<file path="config.mk">
export PLATFORM = sky130hd
export DESIGN_NAME = uart_tx_arbiter_flat
export DESIGN_NICKNAME = d
export VERILOG_FILES = /design/src/rtl/uart_arb_pkg.sv /design/src/rtl/uart_tx_arbiter_if.sv /design/src/rtl/rr_arbiter.sv /design/src/rtl/uart_tx_arbiter.sv /design/src/flat_wrapper.sv
export SDC_FILE = /design/constraint.sdc
export NUM_CORES = 1
export LEC_CHECK = 0
export ABC_AREA = 1
export CAP_MARGIN = 20
export CORE_ASPECT_RATIO = 0.7
export CORE_MARGIN = 5
export CORE_UTILIZATION = 35
export CTS_CLUSTER_SIZE = 28
export DETAILED_ROUTE_END_ITERATION = 10
export GPL_ROUTABILITY_DRIVEN = 0
export HOLD_SLACK_MARGIN = 0.1
export PLACE_DENSITY = 0.64
export SKIP_LAST_GASP = 1
export SYNTH_ARGS = -nofsm -noshare
export SYNTH_HDL_FRONTEND = slang
export SYNTH_SLANG_ARGS = --single-unit
</file>
<file path="constraint.sdc">
create_clock -name clk -period 2.3 [get_ports clk]
set_clock_uncertainty 0.05 [all_clocks]
set_input_delay 0.46 -clock clk [delete_from_list [all_inputs] [get_ports clk]]
set_output_delay 0.46 -clock clk [all_outputs]
set_load 0.005 [all_outputs]
</file>
<file path="src/rtl/uart_arb_pkg.sv">
// rtl/uart_arb_pkg.sv - shared types, constants and round-robin helper for the UART TX arbiter
package uart_arb_pkg;

    localparam int UART_BYTE_W = 8;
    localparam int RR_MAX_N    = 8;

    typedef enum logic {
        IDLE = 1'b0,
        OWN  = 1'b1
    } arb_state_t;

    // One-hot pick of the first set bit scanning upward from last+1, wrapping at n.
    function automatic logic [RR_MAX_N-1:0] rr_pick(
        input logic [RR_MAX_N-1:0] req,
        input logic [2:0]          last,
        input int                  n
    );
        logic [RR_MAX_N-1:0] pick;
        logic                found;
        logic [2:0]          idx;
        pick  = '0;
        found = 1'b0;
        for (int k = 1; k <= RR_MAX_N; k++) begin
            if (k <= n) begin
                idx = 3'((int'(last) + k) % n);
                if (!found && req[idx]) begin
                    pick[idx] = 1'b1;
                    found     = 1'b1;
                end
            end
        end
        return pick;
    endfunction

endpackage

</file>
<file path="src/rtl/uart_tx_arbiter_if.sv">
// rtl/uart_tx_arbiter_if.sv - requester byte streams and UART TX byte port
interface uart_tx_arbiter_if
    import uart_arb_pkg::*;
#(
    parameter int N_REQ = 4
);
    logic [N_REQ-1:0]                  req_valid;
    logic [N_REQ-1:0][UART_BYTE_W-1:0] req_data;
    logic [N_REQ-1:0]                  req_last;
    logic [N_REQ-1:0]                  req_ready;
    logic                              tx_valid;
    logic [UART_BYTE_W-1:0]            tx_data;
    logic                              tx_ready;

    modport master (
        output req_valid, req_data, req_last, tx_ready,
        input  req_ready, tx_valid, tx_data
    );

    modport slave (
        input  req_valid, req_data, req_last, tx_ready,
        output req_ready, tx_valid, tx_data
    );
endinterface

</file>
<file path="src/rtl/rr_arbiter.sv">
// rtl/rr_arbiter.sv - combinational round-robin one-hot pick
module rr_arbiter
    import uart_arb_pkg::*;
#(
    parameter int N_REQ = 4,
    localparam int LW   = $clog2(N_REQ)
) (
    input  logic [N_REQ-1:0] i_req,
    input  logic [LW-1:0]    i_last,
    output logic [N_REQ-1:0] o_grant
);
    logic [RR_MAX_N-1:0] w_req_ext;
    logic [RR_MAX_N-1:0] w_pick_ext;
    logic                w_unused_pick;

    always_comb begin
        w_req_ext              = '0;
        w_req_ext[N_REQ-1:0]   = i_req;
    end

    assign w_pick_ext    = rr_pick(w_req_ext, 3'(i_last), N_REQ);
    assign o_grant       = w_pick_ext[N_REQ-1:0];
    // Upper lanes are always zero when N_REQ < RR_MAX_N.
    assign w_unused_pick = ^w_pick_ext;

endmodule

</file>
<file path="src/rtl/uart_tx_arbiter.sv">
// rtl/uart_tx_arbiter.sv - per-message round-robin owner of one UART TX byte port with watchdog
module uart_tx_arbiter
    import uart_arb_pkg::*;
#(
    parameter int N_REQ       = 4,
    parameter int TIMEOUT_CYC = 1_000_000
) (
    input  logic                 clk,
    input  logic                 reset_n,
    uart_tx_arbiter_if.slave     bus,
    output logic [N_REQ-1:0]     grant,
    output logic                 busy,
    output logic                 timeout_evt
);
    localparam int LW = $clog2(N_REQ);
    localparam int CW = (TIMEOUT_CYC > 0) ? $clog2(TIMEOUT_CYC + 1) : 1;
    localparam logic [CW-1:0] WD_LAST = (TIMEOUT_CYC > 0) ? CW'(TIMEOUT_CYC - 1) : '0;

    arb_state_t             r_state;
    arb_state_t             w_state_nxt;
    logic [N_REQ-1:0]       r_grant;
    logic [N_REQ-1:0]       w_grant_nxt;
    logic [N_REQ-1:0]       w_pick;
    logic [LW-1:0]          r_last_owner;
    logic [LW-1:0]          w_last_owner_nxt;
    logic [LW-1:0]          w_owner_idx;
    logic                   r_tx_valid;
    logic                   w_tx_valid_nxt;
    logic [UART_BYTE_W-1:0] r_tx_data;
    logic [UART_BYTE_W-1:0] w_tx_data_nxt;
    logic [CW-1:0]          r_wd_cnt;
    logic [CW-1:0]          w_wd_cnt_nxt;
    logic                   r_busy;
    logic                   r_timeout_evt;
    logic                   w_timeout;
    logic                   w_slot_free;
    logic                   w_accept;
    logic                   w_msg_end;
    logic                   w_any_req;
    logic                   w_wd_expire;

    rr_arbiter #(.N_REQ(N_REQ)) u_rr (
        .i_req   (bus.req_valid),
        .i_last  (r_last_owner),
        .o_grant (w_pick)
    );

    always_comb begin
        w_owner_idx = '0;
        for (int i = 0; i < N_REQ; i++) begin
            if (r_grant[i]) begin
                w_owner_idx = LW'(i);
            end
        end
    end

    assign w_slot_free   = !r_tx_valid || bus.tx_ready;
    assign bus.req_ready = r_grant & {N_REQ{w_slot_free}};
    assign w_accept      = |(bus.req_valid & bus.req_ready);
    assign w_msg_end     = w_accept && |(bus.req_last & r_grant);
    assign w_any_req     = |bus.req_valid;
    // An accept in the expiring cycle keeps the grant: the stall is over.
    assign w_wd_expire   = (TIMEOUT_CYC != 0) && (r_state == OWN) && !w_accept
                           && (r_wd_cnt >= WD_LAST);

    always_ff @(posedge clk or negedge reset_n) begin
        if (!reset_n) begin
            r_state <= IDLE;
        end else begin
            r_state <= w_state_nxt;
        end
    end

    always_comb begin
        w_state_nxt = r_state;
        case (r_state)
            IDLE:    if (w_any_req) w_state_nxt = OWN;
            OWN:     if (w_msg_end || w_wd_expire) w_state_nxt = IDLE;
            default: w_state_nxt = IDLE;
        endcase
    end

    always_comb begin
        w_grant_nxt      = r_grant;
        w_last_owner_nxt = r_last_owner;
        w_wd_cnt_nxt     = r_wd_cnt;
        w_timeout        = 1'b0;
        w_tx_valid_nxt   = w_accept ? 1'b1 : (bus.tx_ready ? 1'b0 : r_tx_valid);
        w_tx_data_nxt    = w_accept ? bus.req_data[w_owner_idx] : r_tx_data;
        case (r_state)
            IDLE: begin
                w_wd_cnt_nxt = '0;
                if (w_any_req) w_grant_nxt = w_pick;
            end
            OWN: begin
                if (w_accept) begin
                    w_wd_cnt_nxt = '0;
                end else if (r_wd_cnt != '1) begin
                    w_wd_cnt_nxt = r_wd_cnt + CW'(1);
                end
                if (w_msg_end || w_wd_expire) begin
                    w_grant_nxt      = '0;
                    w_last_owner_nxt = w_owner_idx;
                    w_wd_cnt_nxt     = '0;
                end
                w_timeout = w_wd_expire;
            end
            default: w_grant_nxt = '0;
        endcase
    end

    // Reset leaves last_owner at the top index so requester 0 wins first.
    always_ff @(posedge clk or negedge reset_n) begin
        if (!reset_n) begin
            r_grant       <= '0;
            r_last_owner  <= LW'(N_REQ - 1);
            r_tx_valid    <= 1'b0;
            r_tx_data     <= '0;
            r_wd_cnt      <= '0;
            r_busy        <= 1'b0;
            r_timeout_evt <= 1'b0;
        end else begin
            r_grant       <= w_grant_nxt;
            r_last_owner  <= w_last_owner_nxt;
            r_tx_valid    <= w_tx_valid_nxt;
            r_tx_data     <= w_tx_data_nxt;
            r_wd_cnt      <= w_wd_cnt_nxt;
            r_busy        <= (|w_grant_nxt) || w_tx_valid_nxt;
            r_timeout_evt <= w_timeout;
        end
    end

    assign grant        = r_grant;
    assign busy         = r_busy;
    assign timeout_evt  = r_timeout_evt;
    assign bus.tx_valid = r_tx_valid;
    assign bus.tx_data  = r_tx_data;

endmodule

</file>
<file path="src/flat_wrapper.sv">
// flat-port wrapper written by rule: the top's interface ports become plain ports
module uart_tx_arbiter_flat import uart_arb_pkg::*;
#(
    parameter int N_REQ       = 4,
    parameter int TIMEOUT_CYC = 1_000_000
)
  (clk, reset_n, grant, busy, timeout_evt, bus_req_valid, bus_req_data, bus_req_last, bus_tx_ready, bus_req_ready, bus_tx_valid, bus_tx_data);
  uart_tx_arbiter_if #(.N_REQ(N_REQ)) bus_i ();
  input  logic clk;
  input  logic reset_n;
  output logic [N_REQ-1:0] grant;
  output logic busy;
  output logic timeout_evt;
  input wire logic [$bits(bus_i.req_valid)-1:0] bus_req_valid;
  input wire logic [$bits(bus_i.req_data)-1:0] bus_req_data;
  input wire logic [$bits(bus_i.req_last)-1:0] bus_req_last;
  input wire logic [$bits(bus_i.tx_ready)-1:0] bus_tx_ready;
  output wire logic [$bits(bus_i.req_ready)-1:0] bus_req_ready;
  output wire logic [$bits(bus_i.tx_valid)-1:0] bus_tx_valid;
  output wire logic [$bits(bus_i.tx_data)-1:0] bus_tx_data;
  assign bus_i.req_valid = bus_req_valid;
  assign bus_i.req_data = bus_req_data;
  assign bus_i.req_last = bus_req_last;
  assign bus_i.tx_ready = bus_tx_ready;
  assign bus_req_ready = bus_i.req_ready;
  assign bus_tx_valid = bus_i.tx_valid;
  assign bus_tx_data = bus_i.tx_data;
  uart_tx_arbiter #(.N_REQ(N_REQ), .TIMEOUT_CYC(TIMEOUT_CYC)) u_core (.clk(clk), .reset_n(reset_n), .bus(bus_i), .grant(grant), .busy(busy), .timeout_evt(timeout_evt));
endmodule
</file>
==> impl_results.md <==
- Leading area contributor after synthesis: dfrtp_1
- GRT Max-Usage Layer: met1
- Syn nets: ~420
- Seq/Total Area, Yosys: a little over a third
- Vias in the first global route: 2439
- Most common cell after layout, fill and taps aside: nand2_1
- Layout Nets: between 400 and 500
- Crit path from: bus_tx_ready
- CTS sink cnt: 38
- Status: finished clean
- Fin crit share: about 96%
- Critical-path top delay cell: clkdlybuf4s50_1
- Syn_area_per_cell: between 7 and 8 sq um
- Max clock buf depth: 2
- Clock slew at reported path FFs: ~0.070 ns
- Global Route met2 Usage: approximately a fifth
- Area of the mapped netlist: 0.00268 sq mm
- Layout Cell Area excl Fill: roughly 0.0036 sq mm
- First-pass GRT wire length: about 12 mm
- Most used cell, CP: clkdlybuf4s50_1
- Final count of hold timing violations: 0
- Max Fclk: 0.455 GHz
- Die Y: 83.2 um
- Yosys cell types: 38
- Largest net degree at the start of global routing: 39
- Fillers: between 700 and 800
- Share of post-route cells with drive strength above 1: approximately 14%
- Worst Path Max Fanout: 5
- Vias per std cell: 4.80
- Flop-to-flop setup slack: around 0.23 ns
- DR vias: about 2600
- Worst path max stage delay: between 0.5 and 0.6 ns
- IO Pins: a little over 60
- Final setup TNS: 0 ns
- Pwr/cell area: about 770 mW/mm^2
- FP Rows: 26
- Antenna-violating nets left: 0
- DRC errors left: 0
- Pre-antenna DRT Iters: 4
- Pleak: 1.68 nW
- DR WL/cell: around 13 um
- Root Driver: clkbuf_8
- Setup violators final: 0
- RSZ-0062 raised after global routing: no
- Initial Utilization: 36.3%
- Final wirelength: ~6.9 mm
- Asr flop ratio synth: between 90% and 100%
- Post-synth top area share: 33.6%
- Gr usage total: 14.9%
- PortBufs: just over 60
- FF-to-FF path depth: 13
- RR Endpoint: u_core.busy
- Top area cells in the synthesized netlist: dfrtp_1 (34%), nand2_1 (10%), nor2_1 (10%), inv_1 (5.3%), nand3_1 (5.0%)
- Most frequent cells in the layout: nand2_1 (72), nor2_1 (71), clkdlybuf4s50_1 (59), inv_1 (37), dfrtp_1 (36)
- Initial DRC Count: 113
- Num CTS Buffers: 5
- Final max-slew violation count: 0
- Max-cap viol count: 0
- Reg2Reg Launch Point: u_core.r_last_owner[0]
- Req. time, crit path: 1.79 ns
- CP startpoint kind: primary input
- Clock latency on the worst-skew pair: around 0.29 ns
- Worst Path Arrival: 1.69 ns
- GR Layer Usage met3: under 10%
- H-tree Lvls: 2
- Minimum clock period: between 2 and 2.5 ns
- Mapped Cells: 367
- Area Growth Syn to Fin: 32.7%
- Setup CP Type: in2out
- Slew headroom: 46.2%
- Global route overflow: 0
- Worst path cell trace: clkdlybuf4s50_1, inv_1, nand2_1, inv_2, nor2_1, clkdlybuf4s50_1
- ANT cells: 0
- Post-synth EDFFs: 0
- Max IR drop VDD: roughly 0.32 mV
- Setup crit end kind: output port
- Die span in x: about 110 um
- Min-Delay Path Class: in2async
- Yosys Warn Count: 0
- Number of synthesized register bits: 38
- M1 GR Usage: around 22%
- CTS tree: built
- DP HPWL: 5.52 mm
- CP endpoint: bus_req_ready[1]
- Initial antenna violation count: 0
- Most used DFF post-synth: dfrtp_1
- CTS Hold Bufs: 0
- Slew @ Worst Pin: 0.807 ns
- Die area: 0.00953 sq mm
- Placed cell area: 0.00342 sq mm
- Core area: ~0.0074 sq mm
==> worst max-delay path, delay by kind of cell <==
family | cells | cell delay (ns)
buffers and inverters | 4 | 1.07
and+or+nand+nor | 2 | 0.16
==> how the worst min path moves through the flow <==
stage                             startpoint                     to  slack [ns]  cells after the start
after floorplan                      reset_n  u_core.bus.tx_data[0]        0.11                      0
after global placement    u_core.r_wd_cnt[0]     u_core.r_wd_cnt[0]        0.40                      1
after detailed placement  u_core.r_wd_cnt[0]     u_core.r_wd_cnt[0]        0.40                      1
after CTS                            reset_n    u_core.r_wd_cnt[12]        0.24                      1
after global routing                 reset_n    u_core.r_wd_cnt[12]        0.28                      1
final                                reset_n    u_core.r_wd_cnt[12]        0.20                      1
==> synthesized netlist by cell type (2+ instances only) <==
| cell | n |
|---|---|
| nand2_1 | 72 |
| nor2_1 | 72 |
| inv_1 | 38 |
| dfrtp_1 | 36 |
| nand3_1 | 27 |
| o21ai_0 | 19 |
| nand2_2 | 11 |
| a31oi_1 | 9 |
| ha_1 | 9 |
| a21oi_1 | 8 |
| nand4_1 | 8 |
| o21ai_1 | 6 |
| inv_2 | 5 |
| nor2_2 | 5 |
| nand2_4 | 3 |
| nor3_1 | 3 |
| o21a_1 | 3 |
| xnor2_1 | 3 |
| a21oi_2 | 2 |
| a22o_1 | 2 |
| buf_2 | 2 |
| buf_4 | 2 |
| buf_6 | 2 |
| dfstp_2 | 2 |
| nand3_2 | 2 |
| nand3_4 | 2 |
| nor2_4 | 2 |
| nor3_4 | 2 |
==> state kept, by name, indices dropped and copies added, names as in the netlist <==
name and flops:
u_core.bus.tx_data 8, u_core.r_last_owner 2, u_core.busy 1, u_core.r_wd_cnt 20, u_core.bus.tx_valid 1, u_core.r_state 1, u_core.grant 4, u_core.timeout_evt 1
==> per-layer routing <==
layer	wire length, um	vias to the layer above
li1	-	1329
met1	3510	1157
met4	87	0
met5	0	-
met2	2760	79
met3	581	6
==> per-stage QoR <==
step	setup slack (ns)	power [mW]	hold slack, ns	utilization [%]	std cells
after floorplan	0.228	1.66	0.114	-	367
after global placement	0.109	2.14	0.400	46.3	528
after detailed placement	0.0672	2.16	0.401	46.3	528
after CTS	0.0630	2.75	0.242	47.9	536
after global routing	0.0134	2.96	0.284	48.1	536
final	0.100	2.73	0.202	48.1	536
==> cell type report <==
type	instances	area, sq um	share of cell area (%)
clock buffer	7	86.3	2.43
inverter	45	174	4.90
sequential	38	953	26.8
tap	98	123	3.45
multi-input combinational	278	1520	42.7
timing repair buffer	69	668	18.8
clock inverter	1	30.0	0.845
==> report_power, final <==
group	internal, mW	switching, mW	total (mW)	leakage [nW]
registers	0.825	0.135	0.960	0.483
clock network	0.353	0.229	0.582	0.0585
logic	0.562	0.626	1.19	1.14
total	1.74	0.989	2.73	1.68
==> timing repair <==
item / 4_1_cts / 5_1_grt
endpoints found under the setup margin: 0 / 4
setup buffers: 0 / 0
resized for setup: 0 / 5
==> cells by family after synthesis <==
family / count (synthesis) / synth area share, %
simple gates: 211 / 37.9
compound gates: 55 / 13.0
buf+inv: 51 / 8.27
flops: 38 / 35.6
fa+ha+maj: 9 / 4.21
xor+xnor: 3 / 0.981
No activity file was read; power rests on OpenSTA's default activity.
